<file path="src/rtl/fifo_sched_pkg.sv">
// Shared types and constants for the single-port FIFO scheduler.
//   grant_e         : per-cycle arbitration result (none / enqueue / dequeue)
//   OB_DEPTH        : output buffer depth; sized to cover the 1-cycle FIFO read latency
//   RST_SYNC_STAGES : flops in the FIFO reset deassertion synchronizer
package fifo_sched_pkg;

   typedef enum logic [1:0] {
      GNT_NONE,
      GNT_ENQ,
      GNT_DEQ
   } grant_e;

   localparam int unsigned OB_DEPTH        = 2;
   localparam int unsigned RST_SYNC_STAGES = 2;

endpackage

</file>
<file path="src/rtl/fifo_sched_out_buf.sv">
// Two-entry registered output buffer that absorbs FIFO read data for the consumer.
// Ports:
//   clk_i, rst_ni       : clock, asynchronous active-low reset
//   wr_v_i, wr_data_i   : write one element at the tail
//   v_o, data_o         : head element valid / data
//   yumi_i              : consumer takes the head this cycle (only legal when v_o=1)
//   count_o             : number of stored elements (0..2)
module fifo_sched_out_buf
   import fifo_sched_pkg::*;
#(
   parameter int unsigned width_p = 8
) (
   input  logic               clk_i,
   input  logic               rst_ni,
   input  logic               wr_v_i,
   input  logic [width_p-1:0] wr_data_i,
   output logic               v_o,
   output logic [width_p-1:0] data_o,
   input  logic               yumi_i,
   output logic [1:0]         count_o
);

   logic [width_p-1:0] mem_q [OB_DEPTH];
   // Depth is 2, so a single bit pointer wraps naturally by inversion.
   logic               rd_ptr_q, wr_ptr_q;
   logic [1:0]         cnt_q, cnt_d;

   always_comb begin
      cnt_d = cnt_q;
      case ({wr_v_i, yumi_i})
         2'b10:   cnt_d = cnt_q + 2'd1;
         2'b01:   cnt_d = cnt_q - 2'd1;
         default: cnt_d = cnt_q;
      endcase
   end

   always_ff @(posedge clk_i or negedge rst_ni) begin
      if (!rst_ni) begin
         cnt_q    <= '0;
         rd_ptr_q <= 1'b0;
         wr_ptr_q <= 1'b0;
      end else begin
         cnt_q <= cnt_d;
         if (wr_v_i) wr_ptr_q <= ~wr_ptr_q;
         if (yumi_i) rd_ptr_q <= ~rd_ptr_q;
      end
   end

   // Storage needs no reset; validity is carried by cnt_q.
   always_ff @(posedge clk_i) begin
      if (wr_v_i) mem_q[wr_ptr_q] <= wr_data_i;
   end

   assign v_o     = (cnt_q != 2'd0);
   assign data_o  = mem_q[rd_ptr_q];
   assign count_o = cnt_q;

   // Credit accounting upstream must never overfill the buffer; consumer must not over-pop.
   always_ff @(posedge clk_i) begin
      if (rst_ni) begin
         assert (!(wr_v_i && !yumi_i && cnt_q == 2'(OB_DEPTH)));
         assert (!(yumi_i && cnt_q == 2'd0));
      end
   end

endmodule

</file>
<file path="src/rtl/fifo_1rw_scheduler.sv">
// Scheduler in front of a single-ported FIFO (one enqueue or one dequeue per cycle).
// Merges a producer valid/ready port and a consumer valid/yumi port into one FIFO
// command stream, with bounded enqueue runs and a 2-entry output buffer that hides
// the 1-cycle FIFO read latency. Also produces the FIFO's synchronous reset.
// Ports:
//   clk_i, reset_n_i           : clock, asynchronous active-low reset
//   in_v_i, in_data_i          : producer valid / data
//   in_ready_o                 : producer ready (transfer on in_v_i & in_ready_o)
//   out_v_o, out_data_o        : consumer valid / data (output buffer head)
//   out_yumi_i                 : consumer accepts head
//   fifo_reset_o               : active-high FIFO reset, released 2 edges after reset_n_i
//   fifo_v_o                   : FIFO command valid
//   fifo_enq_not_deq_o         : 1 = enqueue, 0 = dequeue
//   fifo_data_o                : enqueue data
//   fifo_full_i, fifo_empty_i  : FIFO status, reflecting all earlier commands
//   fifo_data_i                : read data, valid the cycle after a dequeue
// Build option: FIFO_SCHED_BYPASS_EN lets a producer element skip an empty FIFO and
// land directly in the output buffer.
module fifo_1rw_scheduler
   import fifo_sched_pkg::*;
#(
   parameter int unsigned width_p       = 8,
   parameter int unsigned max_enq_run_p = 4
) (
   input  logic               clk_i,
   input  logic               reset_n_i,
   input  logic               in_v_i,
   input  logic [width_p-1:0] in_data_i,
   output logic               in_ready_o,
   output logic               out_v_o,
   output logic [width_p-1:0] out_data_o,
   input  logic               out_yumi_i,
   output logic               fifo_reset_o,
   output logic               fifo_v_o,
   output logic               fifo_enq_not_deq_o,
   output logic [width_p-1:0] fifo_data_o,
   input  logic               fifo_full_i,
   input  logic               fifo_empty_i,
   input  logic [width_p-1:0] fifo_data_i
);

   localparam int unsigned RunW = $clog2(max_enq_run_p + 1);

   logic [RST_SYNC_STAGES-1:0] rst_sync_q;
   logic                       rd_inflight_q, rd_inflight_d;
   logic [RunW-1:0]            enq_run_q, enq_run_d;
   grant_e                     last_q, last_d;
   grant_e                     grant, grant_eff;
   logic [1:0]                 ob_cnt;
   logic [2:0]                 credit_have, credit_used;
   logic                       enq_ok, deq_ok, starving, run_sat, bypass;
   logic                       ob_wr_v;
   logic [width_p-1:0]         ob_wr_data;

   // FIFO reset asserts asynchronously and deasserts after RST_SYNC_STAGES edges.
   always_ff @(posedge clk_i or negedge reset_n_i) begin
      if (!reset_n_i) rst_sync_q <= '1;
      else            rst_sync_q <= {rst_sync_q[RST_SYNC_STAGES-2:0], 1'b0};
   end
   assign fifo_reset_o = rst_sync_q[RST_SYNC_STAGES-1];

   // Buffer slots not yet spoken for; a same-cycle yumi frees one.
   assign credit_have = 3'd2 + {2'b00, out_yumi_i};
   assign credit_used = {1'b0, ob_cnt} + {2'b00, rd_inflight_q};

   assign enq_ok   = in_v_i & ~fifo_full_i & ~fifo_reset_o;
   assign deq_ok   = ~fifo_empty_i & (credit_have > credit_used) & ~fifo_reset_o;
   assign starving = (ob_cnt == 2'd0) & ~rd_inflight_q;
   assign run_sat  = (enq_run_q == RunW'(max_enq_run_p));

   always_comb begin
      grant = GNT_NONE;
      if (enq_ok && deq_ok) begin
         if (starving || run_sat) grant = GNT_DEQ;
         else                     grant = (last_q == GNT_ENQ) ? GNT_DEQ : GNT_ENQ;
      end else if (enq_ok) begin
         grant = GNT_ENQ;
      end else if (deq_ok) begin
         grant = GNT_DEQ;
      end
   end

`ifdef FIFO_SCHED_BYPASS_EN
   // Nothing queued ahead of the producer: hand its element straight to the buffer.
   assign bypass = in_v_i & fifo_empty_i & ~rd_inflight_q & (ob_cnt == 2'd0) &
                   (grant != GNT_DEQ) & ~fifo_reset_o;
`else
   assign bypass = 1'b0;
`endif

   assign grant_eff = bypass ? GNT_NONE : grant;

   assign in_ready_o         = (grant_eff == GNT_ENQ) | bypass;
   assign fifo_v_o           = (grant_eff != GNT_NONE);
   assign fifo_enq_not_deq_o = (grant_eff == GNT_ENQ);
   assign fifo_data_o        = in_data_i;

   always_comb begin
      rd_inflight_d = (grant_eff == GNT_DEQ);
      last_d        = (grant_eff == GNT_NONE) ? last_q : grant_eff;
      enq_run_d     = enq_run_q;
      // Run only counts while a dequeue was actually being held off.
      if (!deq_ok || grant_eff == GNT_DEQ) begin
         enq_run_d = '0;
      end else if (grant_eff == GNT_ENQ && !run_sat) begin
         enq_run_d = enq_run_q + RunW'(1);
      end
   end

   always_ff @(posedge clk_i or negedge reset_n_i) begin
      if (!reset_n_i) begin
         rd_inflight_q <= 1'b0;
         enq_run_q     <= '0;
         last_q        <= GNT_NONE;
      end else begin
         rd_inflight_q <= rd_inflight_d;
         enq_run_q     <= enq_run_d;
         last_q        <= last_d;
      end
   end

   assign ob_wr_v    = rd_inflight_q | bypass;
   assign ob_wr_data = rd_inflight_q ? fifo_data_i : in_data_i;

   fifo_sched_out_buf #(
      .width_p (width_p)
   ) u_out_buf (
      .clk_i     (clk_i),
      .rst_ni    (reset_n_i),
      .wr_v_i    (ob_wr_v),
      .wr_data_i (ob_wr_data),
      .v_o       (out_v_o),
      .data_o    (out_data_o),
      .yumi_i    (out_yumi_i),
      .count_o   (ob_cnt)
   );

endmodule

</file>
<file path="config.mk">
export PLATFORM = sky130hd
export DESIGN_NAME = fifo_1rw_scheduler
export DESIGN_NICKNAME = d
export VERILOG_FILES = /design/src/rtl/fifo_sched_pkg.sv /design/src/rtl/fifo_sched_out_buf.sv /design/src/rtl/fifo_1rw_scheduler.sv
export SDC_FILE = /design/constraint.sdc
export NUM_CORES = 1
export LEC_CHECK = 0
export CORE_AREA = 2 2 72 74
export CTS_BUF_LIST = sky130_fd_sc_hd__clkbuf_4 sky130_fd_sc_hd__clkbuf_8
export CTS_CLUSTER_DIAMETER = 30
export DETAILED_ROUTE_END_ITERATION = 12
export DIE_AREA = 0 0 74 76
export PLACE_DENSITY = 0.56
export SETUP_SLACK_MARGIN = 0.5
export SKIP_CTS_REPAIR_TIMING = 1
export SYNTH_ARGS = -nofsm -noshare
export SYNTH_HDL_FRONTEND = slang
export SYNTH_SLANG_ARGS = --single-unit
</file>
<file path="constraint.sdc">
create_clock -name clk_i -period 2.67 [get_ports clk_i]
set_clock_uncertainty 0.2 [all_clocks]
set_input_delay 0.534 -clock clk_i [delete_from_list [all_inputs] [get_ports clk_i]]
set_output_delay 0.534 -clock clk_i [all_outputs]
set_load 0.1 [all_outputs]
</file>
## Word-level counts from Yosys, hierarchy flattened

Memory sizes are Yosys's and may differ from the RTL's.
Index checks and enable logic that the tools add are counted.
W data, S select, Z words.

| word-level totals | value |
|---|---|
| bits in writable memories | 16 |
| memories kept | 1 |
| bits in registers | 12 |
| output and inout bits | 21 |
| input bits | 22 |
| logic and storage cells | 54 |

| cells by class | value |
|---|---|
| muxes and demuxes | 11 |
| bitwise gates (word level) | 11 |
| reductions and logical operators | 12 |
| add/sub/neg operators | 5 |
| order comparisons | 1 |
| equal/unequal tests | 6 |

Memory list:

| name | depth | width | read ports | clocked after memory_dff | wr ports | RTL line | source |
|---|---|---|---|---|---|---|---|
| u_out_buf.mem_q | 2 | 8 | 1 | 0 | 1 | fifo_sched_out_buf.sv:23 | `logic [width_p-1:0] mem_q [OB_DEPTH];` |

Operators with widths:

| kind | number |
|---|---|
| $mux W2 | 5 |
| $mux W8 | 1 |
| $reduce_bool A2 Y1 | 4 |
| $eq A2 B1 Y1 const B | 3 |
| $mux W3 | 2 |
| $not A1 Y1 | 6 |
| $and A1 B1 Y1 | 5 |
| $eq A2 B2 Y1 const B | 2 |
| $logic_not A2 Y1 | 2 |
| $pmux W2 S2 | 1 |
| $add A2 B1 Y3 | 1 |
| $add A2 B1 Y3 const A | 1 |
| $add A3 B1 Y3 const B | 1 |
| $eq A3 B3 Y1 const B | 1 |
| $gt A3 B3 Y1 | 1 |
| $add A2 B1 Y2 const B | 1 |
| $logic_and A1 B1 Y1 | 2 |
| $logic_not A1 Y1 | 2 |
| $logic_or A1 B1 Y1 | 2 |
| $mux W1 | 2 |
| $sub A2 B1 Y2 const B | 1 |

## Longest topological paths before layout

| depth | value |
|---|---|
| depth after elaboration | 11 |
| depth in mapped cells | 8 |
| depth with buffers taken out | 7 |

## Cells and area by module

A second synthesis with hierarchy kept.

| second synthesis, totals | value |
|---|---|
| cells, all modules | 106 |
| area, all modules | 1,432.6 um2 |

By module, submodules not included:

| module | times used | cells an instance | area an instance (um2) | sequential area each (um2) |
|---|---|---|---|---|
| fifo_sched_out_buf | 1 | 40 | 755.7 | 580.6 |
| fifo_1rw_scheduler | 1 | 66 | 676.9 | 202.7 |

## Worst setup path after synthesis

OpenSTA, ideal clock, no wires.

| path | value |
|---|---|
| path kind | flip-flop to output port |
| start point | register u_out_buf.cnt_q[0] (netlist: u_out_buf.count_o[0]) |
| end point | output port in_ready_o |
| path buffers | 1 |
| setup slack | -0.540 ns |
| cell stages (with the launch flop) | 9 |
| arrival | 2.476 ns |
| data required time | 1.936 ns |
| cells stage by stage | dfrtp_1 > ha_1 > inv_1 > ha_1 > and2b_1 > o221ai_2 > o21ai_1 > inv_1 > buf_4 |

| on the way | value |
|---|---|
| longest elaborated chain between the ends | 8 |
| elaborated cells on any way between the ends | 13 |
| classes of those cells | add/sub (1); order compare (1); eq/ne (1); mux (4); bitwise (3); reduce/logical (3) |

RTL lines:

| what | RTL line | source |
|---|---|---|
| from (decl) | fifo_sched_out_buf.sv:26 | `logic [1:0] cnt_q, cnt_d;` |
| from (signal assigned) | fifo_sched_out_buf.sv:43 | `cnt_q <= cnt_d;` |
| $add A2 B1 Y3 | fifo_1rw_scheduler.sv:64 | `assign credit_used = {1'b0, ob_cnt} + {2'b00, rd_inflight_q};` |
| $gt A3 B3 Y1 | fifo_1rw_scheduler.sv:67 | `assign deq_ok = ~fifo_empty_i & (credit_have > credit_used) & ~fifo_reset_o;` |
| $and A1 B1 Y1 (2 in series) | fifo_1rw_scheduler.sv:67 |  |
| $mux W2 | fifo_1rw_scheduler.sv:78 | `end else if (deq_ok) begin` |
| $mux W2 | fifo_1rw_scheduler.sv:76 | `end else if (enq_ok) begin` |
| $mux W2 (*) | fifo_1rw_scheduler.sv:73 | `if (enq_ok && deq_ok) begin` |
| $eq A2 B1 Y1 (*) | -- |  |
| to (decl) | fifo_1rw_scheduler.sv:29 | `output logic in_ready_o,` |

Every way passes the cells marked *; elsewhere a longest branch is shown, timed or not.

## Final worst setup path

| path | value |
|---|---|
| start point | register rd_inflight_q (netlist: ob_wr_v) |
| end point | output port in_ready_o |

| on the way | value |
|---|---|
| longest elaborated chain between the ends | 8 |
| elaborated cells on any way between the ends | 13 |
| classes of those cells | add/sub (1); order compare (1); eq/ne (1); mux (4); bitwise (4); reduce/logical (2) |

RTL lines:

| what | RTL line | source |
|---|---|---|
| from (decl) | fifo_1rw_scheduler.sv:45 | `logic rd_inflight_q, rd_inflight_d;` |
| from (signal assigned) | fifo_1rw_scheduler.sv:116 | `rd_inflight_q <= rd_inflight_d;` |
| $add A2 B1 Y3 | fifo_1rw_scheduler.sv:64 |  |
| $gt A3 B3 Y1 | fifo_1rw_scheduler.sv:67 |  |
| $and A1 B1 Y1 (2 in series) | fifo_1rw_scheduler.sv:67 |  |
| $mux W2 | fifo_1rw_scheduler.sv:78 |  |
| $mux W2 | fifo_1rw_scheduler.sv:76 |  |
| $mux W2 (*) | fifo_1rw_scheduler.sv:73 |  |
| $eq A2 B1 Y1 (*) | fifo_1rw_scheduler.sv:93 | `assign in_ready_o = (grant_eff == GNT_ENQ) \| bypass;` |

Marked as above.

==> results.py <==
metrics = {
    "critical_path": {
        "critPathLaunchType": "flop",
        "crit_required_ps": 1940,
        "crit_type": "reg -> out",
        "cp-end-kind": "output pin",
        "cp.arrival_ps": 2050,
        "crit_fanout": 3,
    },
    "logic_synthesis": {
        "synth_cell_types": 30,
        "yosysWarningCount": 0,
        "ys_ff_latch": 28,
        "netlist_instances": 101,
        "netlist_area_um2": 1393,
        "synth_nets": 130,
        "yosysSeqAreaShare_pct": 56.24,
        "synth.avg_cell_area_um2": 13.79,
    },
    "die": {
        "io_pins": 43,
        "num_rows": 26,
        "die_w_um": 74,
        "die_area_um2": 5624,
        "fp.coreArea_um2": 4912,
        "dieHeight_um": 76,
        "start_util_pct": 28.35,
    },
    "cells_and_area": {
        "final.fill_count": 436,
        "layout_common_cells": "clkdlybuf4s50_1 (20), buf_12 (19), mux2_2 (16), edfxtp_1 (16), dfrtp_1 (9)",
        "nets": 173,
        "antenna_cells": 0,
        "syn2layout_area_growth_pct": 57.41,
        "stdcell_count": 213,
        "stdcell_area_um2": 2192,
        "drive_gt1_share_pct": 45.45,
        "layout_commonest_cell": "clkdlybuf4s50_1",
        "multi_input_area_um2": 550.5,
        "regArea_um2": 784.5,
    },
    "pwr": {
        "peakVddDrop_uv": 553.1,
        "seqPwrFrac_pct": 27.8,
        "switching_share_pct": 43.76,
        "pwr-share-comb_pct": 58.0,
        "powerDensity_nw_per_um2": 1052,
        "p_int_mw": 1.296,
        "power_frac_clock_pct": 14.3,
        "leakagePower_nw": 0.8509,
        "p_switching_mw": 1.009,
    },
    "global_routing": {
        "antenna_found_initial": 0,
        "grt_overflow": 0,
        "track_usage_pct": 9.987,
        "first_global_vias": 950,
        "grt_max_degree": 17,
        "grt_pass1_wl_mm": 4.402,
    },
    "drt": {
        "ant_nets": 0,
        "viasPerCell": 4.188,
        "wirelength_mm": 2.735,
        "wire_per_inst_um": 12.84,
        "vias": 892,
        "first_pass_iters": 4,
        "drtIter0Drc": 23,
        "drc_errors": 0,
    },
    "worst_hold_path": {
        "hold_path.class": "reg -> reg",
    },
    "sta": {
        "hold_slack_ps": 161.1,
        "timing.final.crit_share_pct": 104.1,
        "setup_slack_ps": -110.0,
        "fmax_mhz": 359.7,
        "fin_crit_ps": 2780,
        "setup_viol": 2,
        "slew_headroom_pct": 53.17,
        "hold_viol": 0,
        "report.final.slew_viol_count": 0,
        "fin_tns_setup_ps": -219.3,
        "worst_slew_pin_slew_ps": 699.9,
        "rsz0062_at_grt": "true",
    },
    "run_status": {
        "violations": "negative setup slack",
        "status": "finished with violations",
    },
    "clock_tree": {
        "insertion_delay_ps": 270,
        "numCtsBuffers": 3,
        "path_clk_slew_ps": 90,
        "cts_root_buffer": "clkbuf_8",
        "cts_buffer_depth": 2,
        "tritoncts": "done",
        "cts.sinks": 28,
        "h-tree-depth": 1,
    },
    "placement": {
        "hpwl_mm": 2.115,
        "place_inst": 206,
        "place_ws_ps": -272.5,
        "gp_congestion": 0.6939,
        "port_buffers": 42,
        "dpl-instance-area_um2": 2048,
    },
    "flow_run": {
        "maxCapViolCount": 0,
    },
}
power by group through the flow:
stage | combinational, mW | sequential (mW) | clock [mW]
after floorplan | 0.886 | 0.622 | 0
after global placement | 1.26 | 0.640 | 0
after detailed placement | 1.28 | 0.645 | 0
after CTS | 1.28 | 0.635 | 0.341
after global routing | 1.42 | 0.652 | 0.351
final | 1.34 | 0.640 | 0.329
routing by layer:
layer  track usage [%]  routed length [um]  part of all wire (%)  up-vias
met1             11.53                1119                    41      423
met4             1.636                  12                  0.44        0
met3             2.778                 193                   7.1        3
li1                  -                   -                     -      431
met5                 0                   0                     0        -
met2             18.21                1410                    52       35
cell type report:
| class | count | share of cell area [%] |
|---|---|---|
| Sequential cell | 28 | 35.79 |
| Inverter | 8 | 1.541 |
| Multi-Input combinational cell | 54 | 25.11 |
| Clock inverter | 1 | 1.370 |
| Timing Repair Buffer | 49 | 30.31 |
| Clock buffer | 3 | 1.884 |
| Tap cell | 70 | 3.995 |
critical path: stages, from the launching register on:
cell and delay (ps):
dfrtp_1 420, ha_4 250, ha_4 140, and2b_1 210, o221ai_2 120, o21ai_2 250
clkinvlp_4 190, buf_12 190
state kept, by name (all words and copies together) (netlist names):
register            cells
enq_run_q               3
u_out_buf.count_o       2
ob_wr_v                 1
u_out_buf.wr_ptr_q      1
u_out_buf.mem_q        16
rst_sync_q              2
u_out_buf.rd_ptr_q      1
last_q                  2
per-stage QoR:
step	total power [mW]	utilization [%]
after floorplan	1.508	-
after global placement	1.901	41.70
after detailed placement	1.922	41.70
after CTS	2.260	43.15
after global routing	2.421	44.63
final	2.305	44.63
cell usage after synthesis:
library cell  instances  area [um2]
conb_1                1       3.750
or2_2                 1       6.260
and2b_1               1       7.510
dfstp_2               2       52.55
o21ai_0               1       5.000
nor4_2                2       25.02
dfrtp_1              10       250.2
nand2_1               3       11.26
a221o_1               1       10.01
a21boi_0              1       7.510
nor3b_2               1       12.51
xnor2_1               3       26.28
nand2b_1              1       6.260
mux2_2               16       180.2
inv_1                 8       30.03
o221ai_2              1       15.01
o211ai_1              1       7.510
buf_4                 9       67.56
and2_1                1       6.260
a21oi_1               1       5.000
ha_1                  7       87.58
o21ai_1               1       5.000
nor4b_2               1       15.01
nor2_1                4       15.01
buf_2                 2       10.01
nor3_2                1       10.01
edfxtp_1             16       480.5
nand3b_1              1       7.510
xor2_1                2       17.52
a221oi_1              1       8.760
cell families (layout without fill, tap and decap cells):
logic type / after synthesis / in the layout / synth area share (%)
mux: 16 / 16 / 12.94
compound gates: 8 / 8 / 4.581
simple gates: 17 / 17 / 8.805
xor+xnor: 5 / 5 / 3.145
flops: 28 / 28 / 56.24
other cells: 1 / 1 / 0.2693
buf+inv: 19 / 61 / 7.727
fa+ha+maj: 7 / 7 / 6.289
final timing paths:
| kind | endpoint | depth (start not counted) | slack [ps] | startpoint |
|---|---|---|---|---|
| max | in_ready_o | 7 | -110 | ob_wr_v |
| min | rst_sync_q[1] | 0 | 160 | rst_sync_q[0] |
| max reg2reg | u_out_buf.mem_q[0][2] | 4 | 750 | ob_wr_v |
| min reg2reg | rst_sync_q[1] | 0 | 160 | rst_sync_q[0] |
| max in group asynchronous | u_out_buf.rd_ptr_q | 1 | 1450 | reset_n_i |
| min in group asynchronous | ob_wr_v | 1 | 420 | reset_n_i |
Power figures use the tool's default switching activity.
